`src/rtl/uart_pkg.sv`:
```
// Shared definitions for the UART receive FIFO: default widths/depth and the
// capture-FSM state encoding.
package uart_pkg;

    localparam int DATA_W     = 8;
    localparam int FIFO_DEPTH = 16;

    typedef enum logic [1:0] {
        IDLE     = 2'd0,
        ACK      = 2'd1,
        WAIT_LOW = 2'd2
    } cap_state_e;

endpackage

```
`src/rtl/uart_rx_fifo_if.sv`:
```
// Receiver-side handshake between a UART receiver (master) and the FIFO (slave).
interface uart_rx_fifo_if #(
    parameter int DATA_W = uart_pkg::DATA_W
);
    logic              rx_ready;
    logic [DATA_W-1:0] rx_data;
    logic              rx_ready_clr;

    modport master (
        output rx_ready,
        output rx_data,
        input  rx_ready_clr
    );

    modport slave (
        input  rx_ready,
        input  rx_data,
        output rx_ready_clr
    );
endinterface

```
`src/rtl/uart_sync_fifo.sv`:
```
// Single-clock show-ahead FIFO. Occupancy is tracked in its own counter so
// full and empty never rely on comparing pointers.
module uart_sync_fifo #(
    parameter int DEPTH  = uart_pkg::FIFO_DEPTH,
    parameter int DATA_W = uart_pkg::DATA_W,
    localparam int AW    = $clog2(DEPTH),
    localparam int CW    = AW + 1
) (
    input  logic              clk,
    input  logic              rst,
    input  logic              wr_en,
    input  logic [DATA_W-1:0] wr_data,
    input  logic              rd_en,
    output logic [DATA_W-1:0] rd_data,
    output logic              empty,
    output logic              full,
    output logic [CW-1:0]     count
);
    import uart_pkg::*;

    logic [DATA_W-1:0] mem_q [DEPTH];
    logic [AW-1:0]     wr_ptr_q, wr_ptr_d;
    logic [AW-1:0]     rd_ptr_q, rd_ptr_d;
    logic [CW-1:0]     count_q, count_d;
    logic              empty_q, empty_d;
    logic              full_q, full_d;
    logic              pop_s;
    logic              push_s;

    // A pop needs data present; a push is allowed when full only if a pop
    // frees a slot in the same cycle.
    always_comb begin
        pop_s  = rd_en && !empty_q;
        push_s = wr_en && (!full_q || pop_s);
    end

    // Next pointer, occupancy and flag values; pointers wrap naturally.
    always_comb begin
        wr_ptr_d = push_s ? (wr_ptr_q + AW'(1)) : wr_ptr_q;
        rd_ptr_d = pop_s  ? (rd_ptr_q + AW'(1)) : rd_ptr_q;
        case ({push_s, pop_s})
            2'b10:   count_d = count_q + CW'(1);
            2'b01:   count_d = count_q - CW'(1);
            default: count_d = count_q;
        endcase
        empty_d = (count_d == CW'(0));
        full_d  = (count_d == CW'(DEPTH));
    end

    // Pointer, occupancy and flag registers with synchronous reset.
    always_ff @(posedge clk) begin
        if (rst) begin
            wr_ptr_q <= AW'(0);
            rd_ptr_q <= AW'(0);
            count_q  <= CW'(0);
            empty_q  <= 1'b1;
            full_q   <= 1'b0;
        end else begin
            wr_ptr_q <= wr_ptr_d;
            rd_ptr_q <= rd_ptr_d;
            count_q  <= count_d;
            empty_q  <= empty_d;
            full_q   <= full_d;
        end
    end

    // Storage array; contents are deliberately left unreset.
    always_ff @(posedge clk) begin
        if (push_s) begin
            mem_q[wr_ptr_q] <= wr_data;
        end
    end

    assign rd_data = mem_q[rd_ptr_q];
    assign empty   = empty_q;
    assign full    = full_q;
    assign count   = count_q;

endmodule

```
`src/rtl/uart_rx_fifo.sv`:
```
// UART receive buffer: captures each byte offered by the receiver exactly once,
// acknowledges it with a one-cycle pulse, and queues it for the consumer.
// Bytes arriving while full with no pop in the same cycle are dropped and
// flagged in a sticky overflow bit.
module uart_rx_fifo #(
    parameter int DEPTH  = uart_pkg::FIFO_DEPTH,
    parameter int DATA_W = uart_pkg::DATA_W
) (
    input  logic                   clk,
    input  logic                   rst,
    uart_rx_fifo_if.slave          rx_if,
    input  logic                   rd_en,
    output logic [DATA_W-1:0]      rd_data,
    output logic                   empty,
    output logic                   full,
    output logic [$clog2(DEPTH):0] count,
    output logic                   overflow,
    input  logic                   ovf_clr
);
    import uart_pkg::*;

    cap_state_e state_q, state_d;
    logic       clr_q, clr_d;
    logic       ovf_q, ovf_d;
    logic       wr_attempt_s;
    logic       pop_s;
    logic       drop_s;

    // Write is attempted only from IDLE; a drop is a full FIFO with no pop.
    always_comb begin
        wr_attempt_s = (state_q == IDLE) && rx_if.rx_ready;
        pop_s        = rd_en && !empty;
        drop_s       = wr_attempt_s && full && !pop_s;
    end

    // Capture FSM next state; the acknowledge pulse is issued on entry to ACK.
    always_comb begin
        state_d = state_q;
        clr_d   = 1'b0;
        case (state_q)
            IDLE: begin
                if (rx_if.rx_ready) begin
                    state_d = ACK;
                    clr_d   = 1'b1;
                end else begin
                    state_d = IDLE;
                end
            end
            ACK: begin
                state_d = WAIT_LOW;
            end
            WAIT_LOW: begin
                if (!rx_if.rx_ready) begin
                    state_d = IDLE;
                end else begin
                    state_d = WAIT_LOW;
                end
            end
            default: begin
                state_d = IDLE;
            end
        endcase
    end

    // Sticky overflow; a new drop wins over a simultaneous clear.
    always_comb begin
        if (drop_s) begin
            ovf_d = 1'b1;
        end else if (ovf_clr) begin
            ovf_d = 1'b0;
        end else begin
            ovf_d = ovf_q;
        end
    end

    // FSM state, acknowledge pulse and overflow registers.
    always_ff @(posedge clk) begin
        if (rst) begin
            state_q <= IDLE;
            clr_q   <= 1'b0;
            ovf_q   <= 1'b0;
        end else begin
            state_q <= state_d;
            clr_q   <= clr_d;
            ovf_q   <= ovf_d;
        end
    end

    uart_sync_fifo #(
        .DEPTH  (DEPTH),
        .DATA_W (DATA_W)
    ) u_fifo (
        .clk     (clk),
        .rst     (rst),
        .wr_en   (wr_attempt_s),
        .wr_data (rx_if.rx_data),
        .rd_en   (rd_en),
        .rd_data (rd_data),
        .empty   (empty),
        .full    (full),
        .count   (count)
    );

    assign rx_if.rx_ready_clr = clr_q;
    assign overflow           = ovf_q;

endmodule

```
`src/flat_wrapper.sv`:
```
// flat-port wrapper written by rule: the top's interface ports become plain ports
module uart_rx_fifo_flat import uart_pkg::*;
#(
    parameter int DEPTH  = uart_pkg::FIFO_DEPTH,
    parameter int DATA_W = uart_pkg::DATA_W
)
  (clk, rst, rd_en, rd_data, empty, full, count, overflow, ovf_clr, rx_if_rx_ready, rx_if_rx_data, rx_if_rx_ready_clr);
  uart_rx_fifo_if #(.DATA_W(DATA_W)) rx_if_i ();
  input  logic clk;
  input  logic rst;
  input  logic rd_en;
  output logic [DATA_W-1:0] rd_data;
  output logic empty;
  output logic full;
  output logic [$clog2(DEPTH):0] count;
  output logic overflow;
  input  logic ovf_clr;
  input wire logic [$bits(rx_if_i.rx_ready)-1:0] rx_if_rx_ready;
  input wire logic [$bits(rx_if_i.rx_data)-1:0] rx_if_rx_data;
  output wire logic [$bits(rx_if_i.rx_ready_clr)-1:0] rx_if_rx_ready_clr;
  assign rx_if_i.rx_ready = rx_if_rx_ready;
  assign rx_if_i.rx_data = rx_if_rx_data;
  assign rx_if_rx_ready_clr = rx_if_i.rx_ready_clr;
  uart_rx_fifo #(.DEPTH(DEPTH), .DATA_W(DATA_W)) u_core (.clk(clk), .rst(rst), .rx_if(rx_if_i), .rd_en(rd_en), .rd_data(rd_data), .empty(empty), .full(full), .count(count), .overflow(overflow), .ovf_clr(ovf_clr));
endmodule
```
`config.mk`:
```
export PLATFORM = sky130hd
export DESIGN_NAME = uart_rx_fifo_flat
export DESIGN_NICKNAME = d
export VERILOG_FILES = /design/src/rtl/uart_pkg.sv /design/src/rtl/uart_rx_fifo_if.sv /design/src/rtl/uart_sync_fifo.sv /design/src/rtl/uart_rx_fifo.sv /design/src/flat_wrapper.sv
export SDC_FILE = /design/constraint.sdc
export NUM_CORES = 1
export LEC_CHECK = 0
export ABC_CLOCK_PERIOD_IN_PS = 3400
export CAP_MARGIN = 15
export CORE_ASPECT_RATIO = 0.75
export CORE_MARGIN = 10
export CORE_UTILIZATION = 55
export DETAILED_ROUTE_END_ITERATION = 6
export PLACE_DENSITY_LB_ADDON = 0.05
export SYNTH_ARGS = -nofsm -noshare
export SYNTH_HDL_FRONTEND = slang
export SYNTH_SLANG_ARGS = --single-unit
```
`constraint.sdc`:
```
create_clock -name clk -period 3.4 [get_ports clk]
set_input_delay 0.34 -clock clk [delete_from_list [all_inputs] [get_ports clk]]
set_output_delay 0.34 -clock clk [all_outputs]
set_load 0.1 [all_outputs]
```
==> flow_summary_export.csv <==
group,metric,value,unit
synthesis,yosys.area.top_type_share,0.637,
synthesis,synth_cell_types,40,
placed_design,gp_congestion,0.756,
timing,finalCritPeriodShare,0.890,
timing,tightest_slew,0.977,ns
synthesis,ys_warn_count,0,
power,pwr-share-clk,0.361,
synthesis,synth_area_leaders,"edfxtp_1 64%, mux4_1 10%, dfxtp_1 7.6%",
critical_path,end_kind,"primary output",
grt,grt_pass1_vias,3020,
routing,wl_per_cell,21.9,µm
timing,holdWs,0.475,ns
cells_and_area,drive_gt1_frac,0.211,
critical_path,arrival,2.69,ns
timing,relSlewSlack,0.347,
grt,met2_usage,0.215,
timing,finClkSkew,0.0121,ns
routing,drc,0,
power,powerDensity,676,nW/µm²
clocking,cts_root_buf,"clkbuf_16",
clocking,clock-sinks,151,
routing,drtAntennaViolNets,0,
die,io_pins,30,
timing,fmax,0.330,GHz
placed_design,placed_cell_area,6570,µm²
synthesis,synth_seq_cells,151,
cells_and_area,area_delta_synth_final,18.1,%
critical_path,worstPathMaxFanout,12,
power,switchingPower,1.40,mW
grt,grt-ovfl-total,0,
clocking,clock_path_buffers,2,
critical_path,critPathTopFamily,"multiplexers",
cells_and_area,stdcell_area,7120,µm²
routing,drt_iter0_drc,248,
critical_path,worstPathRequired,3.06,ns
grt,use_met3,0.0441,
power,vdd_drop_max,0.000489,V
power,p_comb_frac,0.196,
cells_and_area,num_antenna_cells,0,
routing,vias,2939,
routing,via_per_inst,5.65,
die,start_util,0.558,
die,die-area,15600,µm²
grt,grt_max_degree,21,
outcome,status,"finished, final reports clean",
timing,min_period,3.03,ns
placed_design,dp_cells,488,
die,dieHeight,111,µm
die,die_x,141,µm
timing,hold_violations,0,
critical_path,critical_path_buf_inv_count,2,
synthesis,syn_nets,330,
timing,finalSetupViolCount,0,
grt,gr-usage-met1,0.223,
critical_path,slowest_stage,"dfxtp_2",
synthesis,syn_inst,309,
grt,grt_usage,0.153,
clocking,htree_levels,4,
critical_path,crit_top_cell,"buf_4",
critical_path,path_cells,"buf_4 -> mux4_1 -> mux4_2 -> buf_4",
routing,drtPass1Iterations,4,
power,p_sw_frac,0.290,
placed_design,post-dp-hpwl,7570,µm
synthesis,synthArstFlopShare,0,
timing,slew_viol_final,0,
power,intPower,3.42,mW
clocking,postCtsHoldBufs,0,
cells_and_area,final_cells,520,
power,power.leakage,2.39,nW
grt,grt_pass1_wl,17800,µm
synthesis,synth_area,6030,µm²
synthesis,synth.largest_area_cell,"edfxtp_1",
die,core_area,10800,µm²
cells_and_area,fin_nets,388,
critical_path,critPathLaunchType,"flop",
timing,rsz0062_at_grt,"false",
synthesis,syn_avg_cell_area,19.5,µm²
grt,top_usage_layer,"met1",
clocking,post_cts_resize_count,0,
grt,antenna_found_initial,0,
flow_run,maxCapViolCount,0,
critical_path,slowest_delay,0.62,ns
placed_design,portBuffers,29,
timing,tns,0,ns
clocking,cts_tree,"done",
clocking,cts_setup_buffers,0,
hold_path,hold_path.class,"flop to flop",
power,totalPowerFinal,4.81,mW
power,seqPwrFrac,0.443,
critical_path,path_class,"flop to primary output",
clocking,cts_buffers,17,
synthesis,synthFlopType,"edfxtp_1",
clocking,clock_latency,0.41,ns
synthesis,synth.yosys.seq_area_share,0.713,
routing,drt_wl_total,11400,µm
die,fp-row-count,33,
synthesis,synth_edf_count,128,
clocking,clkTransAtPathRegs,0.06,ns
-- power by group through the flow --
stage	Sequential, mW	Clock [mW]	Combinational (mW)
finish	2.13	1.74	0.942
global placement	2.17	0	0.941
CTS	2.13	1.77	0.952
floorplan	2.29	0	0.619
detailed placement	2.17	0	0.949
global route	2.14	1.86	0.999
-- routing by layer --
layer	vias up	wire length, µm
met5	-	0
met4	0	106
met3	7	680
met2	65	5170
met1	1492	5450
li1	1375	-
-- synth_stat cells, drive strengths merged, types with 2 or more instances --
cell and n:
nor2b 2, a21oi 8, xor2 6, nand2b 5
ha 8, mux2i 2, dfxtp 23, mux4 40
nor2 28, buf 9, nor3 5, clkbuf 4
nand2 12, inv 6, xnor2 4, edfxtp 128
nand4 2, o21ai 2
-- worst reg2reg max path: cells and delay by family, from the launching register on --
family / cells / cell delay, ns
simple gates: 3 / 0.79
fa+ha+maj: 2 / 0.50
xor+xnor: 2 / 0.42
mux: 1 / 0.34
flops: 1 / 0.32
compound gates: 2 / 0.29
buf+inv: 1 / 0.07
-- cell usage in the layout, fill, tap and decap left out, types with 2 or more instances in the layout --
cell type and count:
xnor2_1 4, nand2b_1 5, clkdlybuf4s50_1 21, nand4_1 2, buf_4 30, inv_1 5
mux2i_1 2, a21oi_1 7, clkbuf_16 17, ha_1 8, o21ai_0 2, inv_6 4
nand2_1 12, clkinv_4 3, nor3_1 5, dfxtp_1 22, clkinvlp_4 3, mux4_2 16
mux4_1 24, edfxtp_1 128, clkinv_1 2, nor2_1 28, nor2b_1 2, xor2_1 6
-- registers in the layout, indices dropped and copies added, names as in the netlist, named ones only --
| register | flops |
|---|---|
| u_core.overflow | 1 |
| u_core.rx_if.rx_ready_clr | 1 |
| u_core.state_q | 2 |
| u_core.u_fifo.count | 5 |
| u_core.u_fifo.empty | 1 |
| u_core.u_fifo.full | 1 |
| u_core.u_fifo.mem_q | 128 |
| u_core.u_fifo.rd_ptr_q | 4 |
| u_core.u_fifo.wr_ptr_q | 4 |
-- per-stage QoR --
| step | worst slack, ns | util |
|---|---|---|
| 3_5_place_dp | 0.113 | 0.607 |
| 4_1_cts | 0.330 | 0.659 |
| 6_report | 0.372 | 0.659 |
| 3_3_place_gp | 0.186 | 0.607 |
| 5_1_grt | 0.271 | 0.659 |
| 2_1_floorplan | 0.221 | - |
-- area by class of cell --
cell class              count  area [µm²]
flip-flops and latches    151        4310
fillers                   749        3690
inverters                   6        22.5
clock inverters            14         126
well taps                 140         175
repair buffers             52         455
clock buffers              18         429
multi-input cells         139        1610
-- path summary, 6_finish.rpt --
path | start | cells after the start | slack, ns | end
setup / recovery | flop | 4 | 0.37 | rd_data[1]
hold / removal | u_core.state_q[0] | 2 | 0.48 | u_core.state_q[1]
setup reg to reg | u_core.state_q[1] | 11 | 0.56 | u_core.u_fifo.full
hold reg to reg | u_core.state_q[0] | 2 | 0.48 | u_core.state_q[1]
-- logic make-up after synthesis --
kind of cell / after synthesis / share of synthesized area
compound gates: 17 / 0.0185
fa+ha+maj: 8 / 0.0166
mux: 43 / 0.169
buf+inv: 19 / 0.0197
xor+xnor: 10 / 0.0145
flops: 151 / 0.713
simple gates: 61 / 0.0479
Note: power is estimated with default switching activity, not from simulation.
